`src/rtl/exc_pkg.sv`:
```
// Shared definitions for the exception request controller: ExcCodes,
// CP0 status bit positions and the status shift-stack frame width.
package exc_pkg;

    localparam int unsigned FRAME_W = 5;

    localparam int unsigned ST_IE     = 0;
    localparam int unsigned ST_SYS    = 1;
    localparam int unsigned ST_BRK    = 2;
    localparam int unsigned ST_TEQ    = 3;
    localparam int unsigned ST_IM_LSB = 8;

    typedef enum logic [FRAME_W-1:0] {
        EXC_INT     = 5'b00000,
        EXC_SYSCALL = 5'b01000,
        EXC_BREAK   = 5'b01001,
        EXC_TEQ     = 5'b01101
    } exc_code_t;

endpackage

```
`src/rtl/irq_sync.sv`:
```
// Per-line two-flop synchronizer followed by a set/clear pending latch.
// Clear has priority over set so that a still-high line re-arms one edge later.
module irq_sync #(
    parameter int unsigned IRQ_W = 4
) (
    input  logic             clk,
    input  logic             rst,
    input  logic [IRQ_W-1:0] irq,
    input  logic [IRQ_W-1:0] clr,
    output logic [IRQ_W-1:0] pending
);

    logic [IRQ_W-1:0] meta;
    logic [IRQ_W-1:0] sync;

    always_ff @(posedge clk) begin
        if (rst) begin
            meta    <= '0;
            sync    <= '0;
            pending <= '0;
        end else begin
            meta    <= irq;
            sync    <= meta;
            pending <= (pending | sync) & ~clr;
        end
    end

endmodule

```
`src/rtl/exc_ctrl.sv`:
```
// Exception request controller feeding CP0: trap/interrupt qualification,
// eret filtering and nesting-depth tracking. Interrupt path built only with EXC_IRQ_EN.
module exc_ctrl
    import exc_pkg::*;
#(
    parameter int unsigned IRQ_W     = 4,
    parameter int unsigned MAX_DEPTH = 3
) (
    input  logic                 clk,
    input  logic                 rst,
    input  logic                 syscall,
    input  logic                 brk,
    input  logic                 teq,
    input  logic                 teq_eq,
    input  logic                 eret_in,
    input  logic [31:0]          pc,
    input  logic [31:0]          status,
    input  logic [IRQ_W-1:0]     irq,
    output logic                 exception,
    output logic [FRAME_W-1:0]   cause,
    output logic [31:0]          epc,
    output logic                 eret_out,
    output logic [2:0]           depth,
    output logic                 stack_err,
    output logic [IRQ_W-1:0]     irq_pending
);

    localparam logic [2:0] DEPTH_MAX = 3'(MAX_DEPTH);

    logic             sys_v;
    logic             brk_v;
    logic             teq_v;
    logic             int_v;
    logic             req;
    logic             at_max;
    logic             accept;
    exc_code_t        code;
    logic [IRQ_W-1:0] eligible;
    logic [IRQ_W-1:0] int_sel;
    logic [IRQ_W-1:0] irq_clr;

    assign sys_v  = syscall & status[ST_IE] & status[ST_SYS];
    assign brk_v  = brk & status[ST_IE] & status[ST_BRK];
    assign teq_v  = teq & teq_eq & status[ST_IE] & status[ST_TEQ];
    assign int_v  = (|eligible) & status[ST_IE];
    assign at_max = (depth == DEPTH_MAX);

    always_comb begin
        req  = 1'b1;
        code = EXC_INT;
        if (sys_v) begin
            code = EXC_SYSCALL;
        end else if (brk_v) begin
            code = EXC_BREAK;
        end else if (teq_v) begin
            code = EXC_TEQ;
        end else begin
            req = int_v;
        end
    end

    // eret and a full stack both veto the request; reset forces everything quiet
    assign accept    = ~rst & req & ~eret_in & ~at_max;
    assign exception = accept;
    assign cause     = accept ? code : EXC_INT;
    assign epc       = rst ? '0 : pc;
    assign eret_out  = ~rst & eret_in & (depth != '0);

    // isolate the lowest eligible line
    assign int_sel = eligible & (~eligible + IRQ_W'(1));
    assign irq_clr = (accept && code == EXC_INT) ? int_sel : '0;

`ifdef EXC_IRQ_EN
    irq_sync #(
        .IRQ_W(IRQ_W)
    ) u_irq_sync (
        .clk    (clk),
        .rst    (rst),
        .irq    (irq),
        .clr    (irq_clr),
        .pending(irq_pending)
    );

    assign eligible = irq_pending & status[ST_IM_LSB +: IRQ_W];

    logic unused_status;
    assign unused_status = ^{status[31:ST_IM_LSB+IRQ_W], status[ST_IM_LSB-1:ST_TEQ+1]};
`else
    assign irq_pending = '0;
    assign eligible    = '0;

    logic unused_inputs;
    assign unused_inputs = ^{irq, irq_clr, status[31:ST_TEQ+1]};
`endif

    always_ff @(posedge clk) begin
        if (rst) begin
            depth     <= '0;
            stack_err <= 1'b0;
        end else begin
            if (accept) begin
                depth <= depth + 3'd1;
            end else if (eret_out) begin
                depth <= depth - 3'd1;
            end
            if ((req & ~eret_in & at_max) | (eret_in & (depth == '0))) begin
                stack_err <= 1'b1;
            end
        end
    end

endmodule

```
`config.mk`:
```
export PLATFORM = sky130hd
export DESIGN_NAME = exc_ctrl
export DESIGN_NICKNAME = d
export VERILOG_FILES = /design/src/rtl/exc_pkg.sv /design/src/rtl/irq_sync.sv /design/src/rtl/exc_ctrl.sv
export SDC_FILE = /design/constraint.sdc
export NUM_CORES = 1
export LEC_CHECK = 0
export CAP_MARGIN = 15
export CORE_MARGIN = 10
export CORE_UTILIZATION = 16
export DETAILED_ROUTE_END_ITERATION = 7
export GPL_TIMING_DRIVEN = 0
export PLACE_DENSITY = 0.77
export SYNTH_ARGS = -nofsm -noshare
export SYNTH_HDL_FRONTEND = slang
export SYNTH_SLANG_ARGS = --single-unit
```
`constraint.sdc`:
```
create_clock -name clk -period 2.4 [get_ports clk]
set_clock_uncertainty 0.15 [all_clocks]
set_input_delay 0.48 -clock clk [delete_from_list [all_inputs] [get_ports clk]]
set_output_delay 0.48 -clock clk [all_outputs]
set_load 0.01 [all_outputs]
```
; ---- Word level (Yosys, flattened, before mapping)
; Index checks and enable logic that the tools add are counted.
[op_classes]
n_addsub = 2
multipliers = 0
n_div = 0
order_cmp = 0
eq_ne = 1
shift = 0
mux = 10
bitwise_logic = 19
n_reduce_logical = 3
[ops]
columns = op, n
row1 = 2-to-1 mux 32 bit, 1
row2 = bitwise AND 1 bit, 15
row3 = 2-to-1 mux 5 bit, 3
row4 = 2-to-1 mux 3 bit, 2
row5 = 2-to-1 mux 4 bit, 1
row6 = adder 3 x 1 -> 3 bit (second input constant), 1
row7 = equality test 3 x 2 -> 1 bit (second input constant), 1
row8 = logical NOT 3 bit, 1
row9 = 2-to-1 mux 1 bit, 3
row10 = NOT 1 bit, 3
row11 = nonzero test 3 bit, 1
row12 = subtractor 3 x 1 -> 3 bit (second input constant), 1
row13 = nonzero test 2 bit, 1
row14 = OR 1 bit, 1
[totals]
register_bits = 4
latch_bits = 0
mem_bits_rw = 0
romBits = 0
in_bits = 75
out_inout_bits = 47
elab_cells = 37
memories = 0

; ---- Logic depth before layout (Yosys ltp)
; Gate-level depths: netlist of run 1.
[depth]
word_depth = 10
ltp_mapped = 7
depth_no_buf = 7

; ---- Worst setup path after synthesis of run 1
; No wires, ideal clock.
[synth_path]
kind = input to register
start = in eret_in
end = reg depth[2]
setup_time_ns = 0.086
arrival_ns = 2.052
required_ns = 2.164
path_slack_ns = 0.112
stages = 7
path_buffers = 0
cell_sequence = nand2b_1 > a21oi_2 > nand2_1 > fa_1 > nor4b_1 > a311oi_1 > a211oi_1
[synth_via]
elab_chain_cells = 4
word_cells_on_any_way = 7
classes_between = 1 x mux / 5 x bitwise / 1 x reduce/logical
[synth_lines]
columns = item, line
row1 = from (decl), exc_ctrl.sv:15  ; input logic eret_in,
row2 = NOT 1 bit, exc_ctrl.sv:63  ; assign accept = ~rst & req & ~eret_in & ~at_max;
row3 = bitwise AND 1 bit (2 in series), exc_ctrl.sv:63
row4 = 2-to-1 mux 3 bit or nonzero test 2 bit (tied branches), -
row5 = to (signal assigned), exc_ctrl.sv:102  ; depth <= depth + 3'd1;
row6 = to (signal assigned), exc_ctrl.sv:104  ; depth <= depth - 3'd1;
row7 = to (decl), exc_ctrl.sv:23  ; output logic [2:0] depth,
; Several ways; a longest one is shown, not always the timed one.
; A chain may end at the register's enable or synchronous reset.

; ---- Worst setup path in the final report of run 1
[layout_path]
start = in rst
end = out epc[21]
[layout_via]
elab_chain_cells = 1
[layout_lines]
columns = item, line
row1 = from (decl), exc_ctrl.sv:10  ; input logic rst,
row2 = 2-to-1 mux 32 bit, exc_ctrl.sv:66  ; assign epc = rst ? '0 : pc;
row3 = to (decl), exc_ctrl.sv:21  ; output logic [31:0] epc,
; No other way between the ends.

==> flow_summary.ini, run 1 <==
[outcome]
outcome = finished, final reports clean

[global_route]
first_global_vias = 802
gr-usage-all-layers_pct = 8.58
grt_max_degree = 11
grt_pass1_wl_mm = 4.20
overflow = 0
antenna_found_initial = 0

[logic_synthesis]
synth-warning-count = 0
synth-seq-cells = 4
ys_seq_area_share_pct = 14.5
syn_inst = 75
syn_avg_cell_area_um2 = 7.36
netlist_area_um2 = 552
synth_cell_types = 27

[power]
power_mw = 0.444
p_leak_nw = 0.700
p_sw_share_pct = 32.8
power_density_nw_per_um2 = 292
p_clk_share_pct = 19.1
pwr-share-seq_pct = 20.4
irDropWorstVdd_mv = 0.120
combPwrFrac_pct = 60.5
switchingPower_mw = 0.146
intPower_mw = 0.298

[critical_path]
path_class = in -> out
critPathBufInv = 3
worstPathArrival_ns = 1.71
path_cells = dlygate4sd2_1 -> clkbuf_2 -> nor2b_1 -> clkdlybuf4s50_1
max_stage_delay_ns = 0.57
reg2reg_depth = 7
critPathCaptureType = output pin
startpoint = rst
timing.rr.end = depth[2]$_SDFFE_PP0P_
rrSetupSlack_ns = 0.29
crit_path_end = epc[21]
path_delay_family = buffers and inverters
worst-path-stages = 4
start_kind = input pin
worstPathRequired_ns = 1.77
r2r-start = depth[2]$_SDFFE_PP0P_
cp_max_fo = 10
slowest_stage = clkdlybuf4s50_1

[place]
hpwl_mm = 2.64
place_congestion = 0.720
placed_area_um2 = 1460
dp.cells = 209
io_buffers = 83

[drt]
viasPerCell = 3.84
routed_wl_mm = 2.98
dr.pass1.iters = 4
vias = 821
drtIter0Drc = 13
detail-route-antenna-nets = 0
drcViolationCount = 0
wire_per_inst_um = 13.9

[clocking]
clkTransAtPathRegs_ns = 0.04
cts_buffer_depth = 2
cts_tree = built
cts_made_buffers = 3
cts_htree_levels = 1
cts.sinks = 4
cts-root-buf = clkbuf_4
clk_latency_ns = 0.24

[sta]
min_period_over_period_pct = 97.6
fin_tns_setup_ns = 0
grt_setup_unrepaired = yes
slew_viol_final = 0
hold_viol_final = 0
max_clock_freq_mhz = 427
finalCriticalPeriod_ns = 2.34
setup_viol = 0

[flow_run]
maxCapViolations = 0

[cells_and_area]
finalNetCount = 246
syn_to_final_growth_pct = 175
fill_cells = 350
final_common_cell = clkdlybuf4s50_1
final_cell_mix = clkdlybuf4s50_1 (57), nor2b_1 (32), dlygate4sd2_1 (24)
num_antenna_cells = 0
layout-drive-gt1-share_pct = 16.7
fin_area_um2 = 1520
stdcell_count = 214

[floorplan]
start_util_pct = 16.5
core_area_um2 = 3340
die_area_um2 = 6200
ios = 122
die_h_um = 78.7
die_x_um = 78.7
row_count = 21

[hold_path]
min_path_type = reg -> reg
## flip-flops by register name, indices dropped and copies added, names as in the netlist
signal and cells:
depth 3, stack_err 1
## power groups by stage
stage                     clock network [mW]  registers, mW  logic [mW]
after global routing                  0.0943         0.0922       0.289
after CTS                             0.0912         0.0899       0.263
after global placement                     0         0.0901       0.264
after detailed placement                   0         0.0906       0.267
after floorplan                            0         0.0927       0.100
final                                 0.0845         0.0906       0.269
## layer usage
metal | share of wire (%) | GRT usage (%)
met1 | 34 | 7.34
met2 | 58 | 17.7
met3 | 7.1 | 2.82
met4 | 0.71 | 3.23
met5 | 0 | 0
## through the flow
stage	hold slack [ns]	setup WS, ns	utilization, %
global placement	0.325	-0.607	43.7
global route	0.368	-0.0104	45.5
detailed placement	0.334	-0.641	43.7
floorplan	0.368	0.112	-
CTS	0.343	-0.0179	44.8
finish	0.345	0.0585	45.5
## cells by family (layout without fill, tap and decap cells)
family          count (synthesis)  count (layout)  share of synthesized area (%)
mux                             1               1                           1.81
buf+inv                        12             100                           12.5
flops                           4               4                           14.5
fa+ha+maj                       1               1                           3.63
compound gates                  9               9                           12.9
simple gates                   47              47                           54.0
other cells                     1               6                          0.680
## cells in the mapped netlist
master	instances	area share (%)
a211oi_1	2	2.7
nand2_1	2	1.4
a21o_1	1	1.4
a31oi_1	1	1.1
nor2b_1	32	36
conb_1	1	0.68
a21o_2	1	1.6
nor2_1	2	1.4
dfxtp_1	4	15
buf_2	1	0.91
inv_1	2	1.4
a22oi_1	1	1.4
nor4b_1	1	1.6
a311oi_1	1	1.6
nand3_1	1	0.91
nor3_1	2	1.8
buf_4	6	8.2
nor3_2	1	1.8
clkbuf_1	3	2.0
mux2i_1	1	1.8
and3b_2	1	1.8
nand2b_1	3	3.4
a221oi_1	1	1.6
fa_1	1	3.6
nor3b_2	1	2.3
nand3b_1	1	1.4
a21oi_2	1	1.6
## worst register-to-register path, cell delays in order (launching register included)
cell and delay [ns]:
dfxtp_1 0.41, and3b_2 0.24, nor2_1 0.16, nand2_4 0.09, fa_2 0.38, nor4b_4 0.29, a311oi_1 0.08, a211oi_1 0.19
## worst min-delay path by stage
stage,to,cells after the start,start
after global routing,stack_err$_SDFFE_PP0P_,2,stack_err$_SDFFE_PP0P_
final,stack_err$_SDFFE_PP0P_,2,stack_err$_SDFFE_PP0P_
after global placement,stack_err$_SDFFE_PP0P_,2,stack_err$_SDFFE_PP0P_
after CTS,stack_err$_SDFFE_PP0P_,2,stack_err$_SDFFE_PP0P_
after floorplan,stack_err$_SDFFE_PP0P_,2,stack_err$_SDFFE_PP0P_
after detailed placement,stack_err$_SDFFE_PP0P_,2,stack_err$_SDFFE_PP0P_
## repair_timing
action | CTS | global route
buffers inserted | 1 | 1
gates resized for setup | 43 | 6
endpoints found under the setup margin | 38 | 11
pin swaps | 1 | 3
hold buffers | 0 | 0
## final cells by class
cell class	instances	area (um2)	area share [%]
tap	46	57.6	3.79
timing repair buffer	85	806	53.1
inverter	2	7.51	0.495
multi-input combinational	64	472	31.1
buffer	10	72.6	4.78
clock buffer	3	22.5	1.48
sequential	4	80.1	5.28
(Power assumes the default switching activity.)
==> inputs of run 2 (changes only) <==
--- a/config.mk
+++ b/config.mk
@@ -7,10 +7,10 @@
 export LEC_CHECK = 0
 export CAP_MARGIN = 15
 export CORE_MARGIN = 10
-export CORE_UTILIZATION = 16
+export CORE_UTILIZATION = 18
 export DETAILED_ROUTE_END_ITERATION = 7
 export GPL_TIMING_DRIVEN = 0
-export PLACE_DENSITY = 0.77
+export PLACE_DENSITY = 0.82
 export SYNTH_ARGS = -nofsm -noshare
 export SYNTH_HDL_FRONTEND = slang
 export SYNTH_SLANG_ARGS = --single-unit
==> constraint.sdc (replaced) <==
create_clock -name clk -period 2.62 [get_ports clk]
set_clock_uncertainty 0.15 [all_clocks]
set_input_delay 0.524 -clock clk [delete_from_list [all_inputs] [get_ports clk]]
set_output_delay 0.524 -clock clk [all_outputs]
set_load 0.01 [all_outputs]
==> flow_summary.ini, run 2 (synthesis results as in run 1) <==
[outcome]
outcome = finished, final reports clean

[cells_and_area]
stdcell_count = 200
final_common_cell = clkdlybuf4s50_1
reg_top3 = depth x3, stack_err x1
finalNetCount = 245
syn_to_final_growth_pct = 171
num_antenna_cells = 0
largest_reg_flops = 3
layout-drive-gt1-share_pct = 15.0
final_cell_mix = clkdlybuf4s50_1 (58), nor2b_1 (32), dlygate4sd2_1 (22)
largest_register = depth
fin_util_pct = 49.9
fin_area_um2 = 1500

[drt]
routed_wl_mm = 2.86
dr.pass1.iters = 4
wire_per_inst_um = 14.3
vias = 835
drcViolationCount = 0
drtIter0Drc = 18
viasPerCell = 4.18
detail-route-antenna-nets = 0

[global_route]
gr-usage-all-layers_pct = 9.02
overflow = 0
grt_pass1_wl_mm = 3.93
first_global_vias = 811
antenna_found_initial = 0
grt_max_degree = 11

[power]
combPwrFrac_pct = 60.9
p_sw_share_pct = 32.6
power_density_nw_per_um2 = 271
p_clk_share_pct = 18.7
p_leak_nw = 0.687
irDropWorstVdd_mv = 0.149
switchingPower_mw = 0.132
power_mw = 0.406
pwr-share-seq_pct = 20.4
intPower_mw = 0.273

[sta]
grt_setup_unrepaired = no
fin_ws_ns = 0.0709
finalCriticalPeriod_ns = 2.55
max_clock_freq_mhz = 392
setup_viol = 0
min_period_over_period_pct = 97.3
slew_viol_final = 0
fin_tns_setup_ns = 0
hold_viol_final = 0
whs_ns = 0.338

[critical_path]
startpoint = eret_in
worstPathArrival_ns = 1.88
start_kind = input pin
cp_max_fo = 4
worstPathRequired_ns = 1.95
r2r-start = depth[2]$_SDFFE_PP0P_
critPathCaptureType = output pin
path_class = in -> out

[clocking]
cts_htree_levels = 1
cts_made_buffers = 3
cts_tree = built
clkTransAtPathRegs_ns = 0.03
cts.sinks = 4
hold_buffers = 0
cts-root-buf = clkbuf_4
clk_latency_ns = 0.24
cts_buffer_depth = 2

[floorplan]
die_x_um = 75.4
ios = 122
start_util_pct = 18.4
core_area_um2 = 3000
die_area_um2 = 5680
row_count = 20
die_h_um = 75.4

[place]
pre_cts_ws_ns = -0.456
dp.cells = 196
hpwl_mm = 2.51
placed_area_um2 = 1440
place_congestion = 0.774
io_buffers = 83

[hold_path]
min_path_type = reg -> reg
hold_start = stack_err$_SDFFE_PP0P_

[flow_run]
maxCapViolations = 0
-- run 2: critical path, stage by stage --
cell and delay (ns):
clkdlybuf4s50_1 0.52, nor3b_4 0.24, clkdlybuf4s50_1 0.59
-- run 2: power by group through the flow --
stage	logic (mW)	registers [mW]	clock network (mW)
after global routing	0.267	0.0851	0.0830
final	0.247	0.0826	0.0759
after floorplan	0.0920	0.0850	0
after detailed placement	0.243	0.0832	0
after global placement	0.240	0.0829	0
after CTS	0.238	0.0826	0.0788
-- run 2: final cells by class --
| class | count | area (um2) |
|---|---|---|
| clock buffer | 3 | 22.5 |
| timing repair buffer | 84 | 808 |
| multi-input combinational | 64 | 465 |
| inverter | 2 | 7.51 |
| buffer | 10 | 72.6 |
| sequential | 4 | 80.1 |
| fill | 312 | 1510 |
| tap | 33 | 41.3 |
-- run 2: routing by layer --
metal,wire length [um],vias to the layer above,GRT usage (%)
met5,0,-,0
met4,23,0,2.47
met3,322,4,4.30
met2,1600,38,17.8
met1,918,373,7.88
li1,-,420,-
-- run 2: worst paths after layout --
path                            depth (start not counted)                     end  slack (ns)
worst max-delay path                                    3                eret_out        0.07
worst min-delay path                                    2  stack_err$_SDFFE_PP0P_        0.34
worst max register to register                          7   depth[2]$_SDFFE_PP0P_        0.47
worst min register to register                          2  stack_err$_SDFFE_PP0P_        0.34
-- run 2: what timing repair did --
action,in CTS,in global routing
setup buffers,1,0
setup endpoints to repair,32,15
gates resized for setup,33,10
pin swaps,1,1
==> inputs of run 3 (changes only) <==
--- a/config.mk
+++ b/config.mk
@@ -11,6 +11,7 @@
 export DETAILED_ROUTE_END_ITERATION = 7
 export GPL_TIMING_DRIVEN = 0
 export PLACE_DENSITY = 0.82
+export SLEW_MARGIN = 20
 export SYNTH_ARGS = -nofsm -noshare
 export SYNTH_HDL_FRONTEND = slang
 export SYNTH_SLANG_ARGS = --single-unit
==> results of run 3 <==
Same layout as run 2: the final DEF is identical, and so are final timing and power.
